===== src/rtl/button_autorepeat_pkg.sv =====
// Shared button types and default timing for all button consumers.
package button_autorepeat_pkg;

  typedef enum logic [2:0] {
    ST_IDLE       = 3'd0,
    ST_PRESS_DB   = 3'd1,
    ST_HELD       = 3'd2,
    ST_REPEATING  = 3'd3,
    ST_RELEASE_DB = 3'd4
  } btn_state_e;

  localparam int unsigned DEF_DEBOUNCE_CYCLES = 50000;
  localparam int unsigned DEF_HOLD_CYCLES     = 25000000;
  localparam int unsigned DEF_REPEAT_CYCLES   = 5000000;

  function automatic int unsigned max3(input int unsigned a, input int unsigned b,
                                       input int unsigned c);
    int unsigned m;
    m = (a > b) ? a : b;
    return (m > c) ? m : c;
  endfunction

endpackage


===== src/rtl/button_autorepeat_sync.sv =====
// Two-flop synchronizer for the raw asynchronous button level.
module btn_sync2 (
  input  logic clk,
  input  logic reset,
  input  logic d,
  output logic q
);

  logic meta;

  always_ff @(posedge clk) begin
    if (reset) begin
      meta <= 1'b0;
      q    <= 1'b0;
    end else begin
      meta <= d;
      q    <= meta;
    end
  end

endmodule


===== src/rtl/button_autorepeat.sv =====
// Debounced button with press pulse, hold-to-repeat and long-press event.
// Macro BUTTON_AUTOREPEAT_LONG_PRESS_EN enables the long_press register.
module button_autorepeat
  import button_autorepeat_pkg::*;
#(
  parameter int unsigned DEBOUNCE_CYCLES = DEF_DEBOUNCE_CYCLES,
  parameter int unsigned HOLD_CYCLES     = DEF_HOLD_CYCLES,
  parameter int unsigned REPEAT_CYCLES   = DEF_REPEAT_CYCLES
) (
  input  logic clk,
  input  logic reset,
  input  logic btn,
  input  logic repeat_en,
  output logic pulse,
  output logic pressed,
  output logic long_press
);

  localparam int unsigned CNT_MAX = max3(DEBOUNCE_CYCLES, HOLD_CYCLES, REPEAT_CYCLES);
  localparam int unsigned CW      = (CNT_MAX > 2) ? $clog2(CNT_MAX) : 1;

  localparam logic [CW-1:0] DB_LAST   = CW'(DEBOUNCE_CYCLES - 1);
  localparam logic [CW-1:0] HOLD_LAST = CW'(HOLD_CYCLES - 1);
  localparam logic [CW-1:0] REP_LAST  = CW'(REPEAT_CYCLES - 1);

  logic          sync;
  btn_state_e    state, state_nxt;
  logic [CW-1:0] cnt, cnt_nxt;
  logic          pulse_nxt, pressed_nxt;
  logic          hold_hit;

  btn_sync2 u_sync (
    .clk   (clk),
    .reset (reset),
    .d     (btn),
    .q     (sync)
  );

  assign hold_hit = (state == ST_HELD) && sync && (cnt == HOLD_LAST);

  always_ff @(posedge clk) begin
    if (reset) begin
      state   <= ST_IDLE;
      cnt     <= '0;
      pulse   <= 1'b0;
      pressed <= 1'b0;
    end else begin
      state   <= state_nxt;
      cnt     <= cnt_nxt;
      pulse   <= pulse_nxt;
      pressed <= pressed_nxt;
    end
  end

  always_comb begin
    state_nxt = state;
    cnt_nxt   = cnt;
    pulse_nxt = 1'b0;
    unique case (state)
      ST_IDLE: begin
        if (sync) begin
          state_nxt = ST_PRESS_DB;
          cnt_nxt   = '0;
        end
      end
      ST_PRESS_DB: begin
        if (!sync) begin
          state_nxt = ST_IDLE;
          cnt_nxt   = '0;
        end else if (cnt == DB_LAST) begin
          state_nxt = ST_HELD;
          cnt_nxt   = '0;
          pulse_nxt = 1'b1;
        end else begin
          cnt_nxt = cnt + 1'b1;
        end
      end
      ST_HELD: begin
        if (!sync) begin
          state_nxt = ST_RELEASE_DB;
          cnt_nxt   = '0;
        end else if (hold_hit) begin
          state_nxt = ST_REPEATING;
          cnt_nxt   = '0;
          pulse_nxt = repeat_en;
        end else begin
          cnt_nxt = cnt + 1'b1;
        end
      end
      // Timer free-runs regardless of repeat_en so the repeat phase is kept.
      ST_REPEATING: begin
        if (!sync) begin
          state_nxt = ST_RELEASE_DB;
          cnt_nxt   = '0;
        end else if (cnt == REP_LAST) begin
          cnt_nxt   = '0;
          pulse_nxt = repeat_en;
        end else begin
          cnt_nxt = cnt + 1'b1;
        end
      end
      ST_RELEASE_DB: begin
        if (sync) begin
          cnt_nxt = '0;
        end else if (cnt == DB_LAST) begin
          state_nxt = ST_IDLE;
          cnt_nxt   = '0;
        end else begin
          cnt_nxt = cnt + 1'b1;
        end
      end
      default: begin
        state_nxt = ST_IDLE;
        cnt_nxt   = '0;
      end
    endcase
    pressed_nxt = (state_nxt == ST_HELD) || (state_nxt == ST_REPEATING) ||
                  (state_nxt == ST_RELEASE_DB);
  end

`ifdef BUTTON_AUTOREPEAT_LONG_PRESS_EN
  always_ff @(posedge clk) begin
    if (reset) long_press <= 1'b0;
    else       long_press <= hold_hit;
  end
`else
  assign long_press = 1'b0;
`endif

endmodule


===== config.mk =====
export PLATFORM = sky130hd
export DESIGN_NAME = button_autorepeat
export DESIGN_NICKNAME = d
export VERILOG_FILES = /design/src/rtl/button_autorepeat_pkg.sv /design/src/rtl/button_autorepeat_sync.sv /design/src/rtl/button_autorepeat.sv
export SDC_FILE = /design/constraint.sdc
export NUM_CORES = 1
export LEC_CHECK = 0
export BUFFER_PORTS_ARGS = -buffer_cell sky130_fd_sc_hd__clkbuf_2
export CORE_MARGIN = 2
export CORE_UTILIZATION = 38
export DETAILED_ROUTE_END_ITERATION = 8
export PLACE_DENSITY_LB_ADDON = 0.05
export REMOVE_ABC_BUFFERS = 1
export SLEW_MARGIN = 20
export SYNTH_ARGS = -nofsm -noshare
export SYNTH_HDL_FRONTEND = slang
export SYNTH_SLANG_ARGS = --single-unit

===== constraint.sdc =====
create_clock -name clk -period 2.4 [get_ports clk]
set_clock_uncertainty 0.05 [all_clocks]
set_input_delay 0 -clock clk [delete_from_list [all_inputs] [get_ports clk]]
set_output_delay 0 -clock clk [all_outputs]
set_load 0.02 [all_outputs]

==> results.md <==
* Achievable Freq at 444 MHz
* Final WL at 3750 um
* Synth warn at 0
* Die area at 4950 um^2
* Pin count of the biggest net entering global routing at 21
* R2R setup slack at 0.15 ns
* Most common flop cell mapped by yosys: dfxtp_1
* Clk_lat worst skew at 0.28 ns
* Post-layout nets at 218
* CP required at 2.52 ns
* Starting density of the core at 0.390
* Number of flops mapped to enable cells by yosys at 0
* Final Max Tran Viols at 0
* GRT Overall Usage at 0.165
* Post-synth cell types at 51
* Worst vdd rail ir drop at 0.266 mV
* Flops & latches, synth at 32
* Final setup viols at 0
* Max-cap violation count at 0
* Fraction of layout cells with a size suffix above 1 at 0.164
* DRT iter0 DRCs at 77
* CTS root buf: clkbuf_8
* Status: finished clean
* P&R area growth vs syn at 16.8%
* ANT cells at 0
* Global-route wire length before repair at 6400 um
* Htree depth at 2
* Leakage power at 0.653 nW
* Seq/Total Area, Yosys at 0.383
* Mapped Area at 1670 um^2
* Vias in the first global route at 1,331
* Hold WS at 0.420 ns
* Inserted Clock Buffers at 5
* Routed vias at 1,430
* Syn Inst Count at 194
* I/O Buffers at 5
* Drt pass-1 iters at 4
* Longest Clk Path Bufs at 2
* Asr flop ratio synth at 0
* Filler Cells Inserted at 453
* Final Power at 0.963 mW
* Critical path arrival at 2.37 ns
* # clock sinks at 32
* Die height at 70.4 um
* Final Non-Filler Cells at 265
* Post-Place Setup Slack at -0.0154 ns
* Pwr dens at 492 nW/um^2
* Via density at 5.40
* Post-route ant nets at 0
* Period utilization at 0.939
* Clock slew at reported path FFs at 0.07 ns
* RSZ-0062 raised after global routing: no
* Hold WC Path Type: register to register
* Post-DP HPWL at 2780 um
* Die W at 70.4 um
* Worst Setup End Kind: register
* Gp weighted congestion at 0.735
* Average size of a mapped cell at 8.63 um^2
* Final Util at 0.455
* Core area at 4290 um^2
* Hold Violations, Final at 0
* Max FO, Critical Path at 5
* Post-route worst setup slack at 0.146 ns
* Cell Rows at 24
* Dpl cells at 254
* CTS tree: built
* Wirelength per Cell at 14.1 um
* Post-CTS Setup Bufs at 0
* Initial antenna violation count at 0
* Overflow after GRT at 0
* DRC at 0
* Crit path kind: register to register
* IO Pins at 7
* Setup crit start kind: register
* Crit path time final at 2.25 ns
worst max-delay path, stage by stage (launching register included):
cell and delay [ns]:
dfxtp_2 0.36, ha_4 0.15, or4bb_1 0.48, nor2_1 0.10, nor4b_4 0.31, a211oi_1 0.13
a32o_1 0.28, or2_2 0.26
registers in the layout, summed over array words and instances, names as in the netlist:
name         cells
cnt             25
pressed          1
pulse            1
state            3
u_sync.meta      1
u_sync.q         1
where the power goes:
group / internal [mW] / total (mW) / leakage, nW / switching (mW)
clock network: 0.197 / 0.388 / 0.0410 / 0.191
logic: 0.0167 / 0.0387 / 0.353 / 0.0221
registers: 0.533 / 0.536 / 0.259 / 0.00309
total: 0.747 / 0.963 / 0.653 / 0.216
cells by family (layout without fill, tap and decap cells):
| group | count (synthesis) | in the layout | share of synthesized area |
|---|---|---|---|
| compound gates | 23 | 23 | 0.103 |
| xor+xnor | 16 | 16 | 0.0837 |
| fa+ha+maj | 1 | 1 | 0.00747 |
| buf+inv | 14 | 33 | 0.0456 |
| flops | 32 | 32 | 0.383 |
| other cells | 1 | 1 | 0.00224 |
| simple gates | 107 | 107 | 0.375 |
layout by cell type (no fill, tap or decap), types with 2 or more instances in the layout:
| cell | netlist | routed |
|---|---|---|
| or4_1 | 3 | 3 |
| dfxtp_1 | 32 | 30 |
| and4_1 | 2 | 2 |
| and3_1 | 3 | 3 |
| o31a_1 | 2 | 2 |
| xnor2_1 | 6 | 6 |
| nand3_1 | 10 | 10 |
| nor3b_1 | 4 | 4 |
| nor4_2 | 2 | 2 |
| and2_1 | 4 | 4 |
| or4b_1 | 2 | 2 |
| nand2_1 | 18 | 18 |
| nor2b_1 | 3 | 3 |
| inv_1 | 7 | 7 |
| nor4_1 | 2 | 2 |
| clkbuf_8 | 0 | 5 |
| xor2_1 | 10 | 10 |
| nand2b_1 | 2 | 2 |
| nand3b_1 | 2 | 2 |
| buf_4 | 1 | 9 |
| nand4bb_1 | 2 | 2 |
| dfxtp_2 | 0 | 2 |
| nor2_1 | 30 | 30 |
| nor3_1 | 4 | 4 |
| nand4_1 | 6 | 6 |
| clkbuf_2 | 1 | 5 |
| a21oi_1 | 5 | 5 |
| a211oi_1 | 2 | 2 |
| dlygate4sd3_1 | 0 | 4 |
stage by stage:
| step | area [um^2] | TNS [ns] |
|---|---|---|
| floorplan | 1620 | -12.54 |
| global placement | 1800 | 0 |
| detailed placement | 1800 | -0.0321 |
| CTS | 1930 | 0 |
| global route | 1960 | 0 |
| finish | 1960 | 0 |
repair_timing:
item	in CTS	in global routing
hold endpoints to repair	7	0
hold buffers	4	0
gates resized for setup	1	6
endpoints found under the setup margin	14	24
gates cloned	0	0
layout make-up:
cell class	instances	area (um^2)	share of cell area
Clock buffer	6	72.6	0.0371
Timing Repair Buffer	19	153	0.0781
Sequential cell	32	643	0.329
Tap cell	52	65.1	0.0333
Inverter	7	26.3	0.0134
Clock inverter	1	5.00	0.00256
Multi-Input combinational cell	148	991	0.507
cells in the mapped netlist, types with 3 or more instances:
cell type / instances / share of area
a21oi_1: 5 / 0.015
and2_1: 4 / 0.015
and3_1: 3 / 0.011
buf_2: 3 / 0.0090
dfxtp_1: 32 / 0.38
inv_1: 7 / 0.016
nand2_1: 18 / 0.040
nand3_1: 10 / 0.030
nand4_1: 6 / 0.022
nor2_1: 30 / 0.067
nor2b_1: 3 / 0.011
nor3_1: 4 / 0.012
nor3b_1: 4 / 0.018
or4_1: 3 / 0.013
xnor2_1: 6 / 0.031
xor2_1: 10 / 0.052
worst paths after layout:
kind,to,from,cells past startpoint
worst max-delay path,pressed,cnt[1],7
worst min-delay path,u_sync.q,u_sync.meta,1
worst max register to register,pressed,cnt[1],7
worst min register to register,u_sync.q,u_sync.meta,1
metal layers:
| layer | vias up | share of wire | global-route usage |
|---|---|---|---|
| li1 | 722 | - | - |
| met1 | 683 | 0.49 | 0.214 |
| met2 | 18 | 0.47 | 0.262 |
| met3 | 7 | 0.033 | 0.0447 |
| met4 | 0 | 0.013 | 0.0577 |
| met5 | - | 0 | 0 |
(Power assumes the default switching activity.)
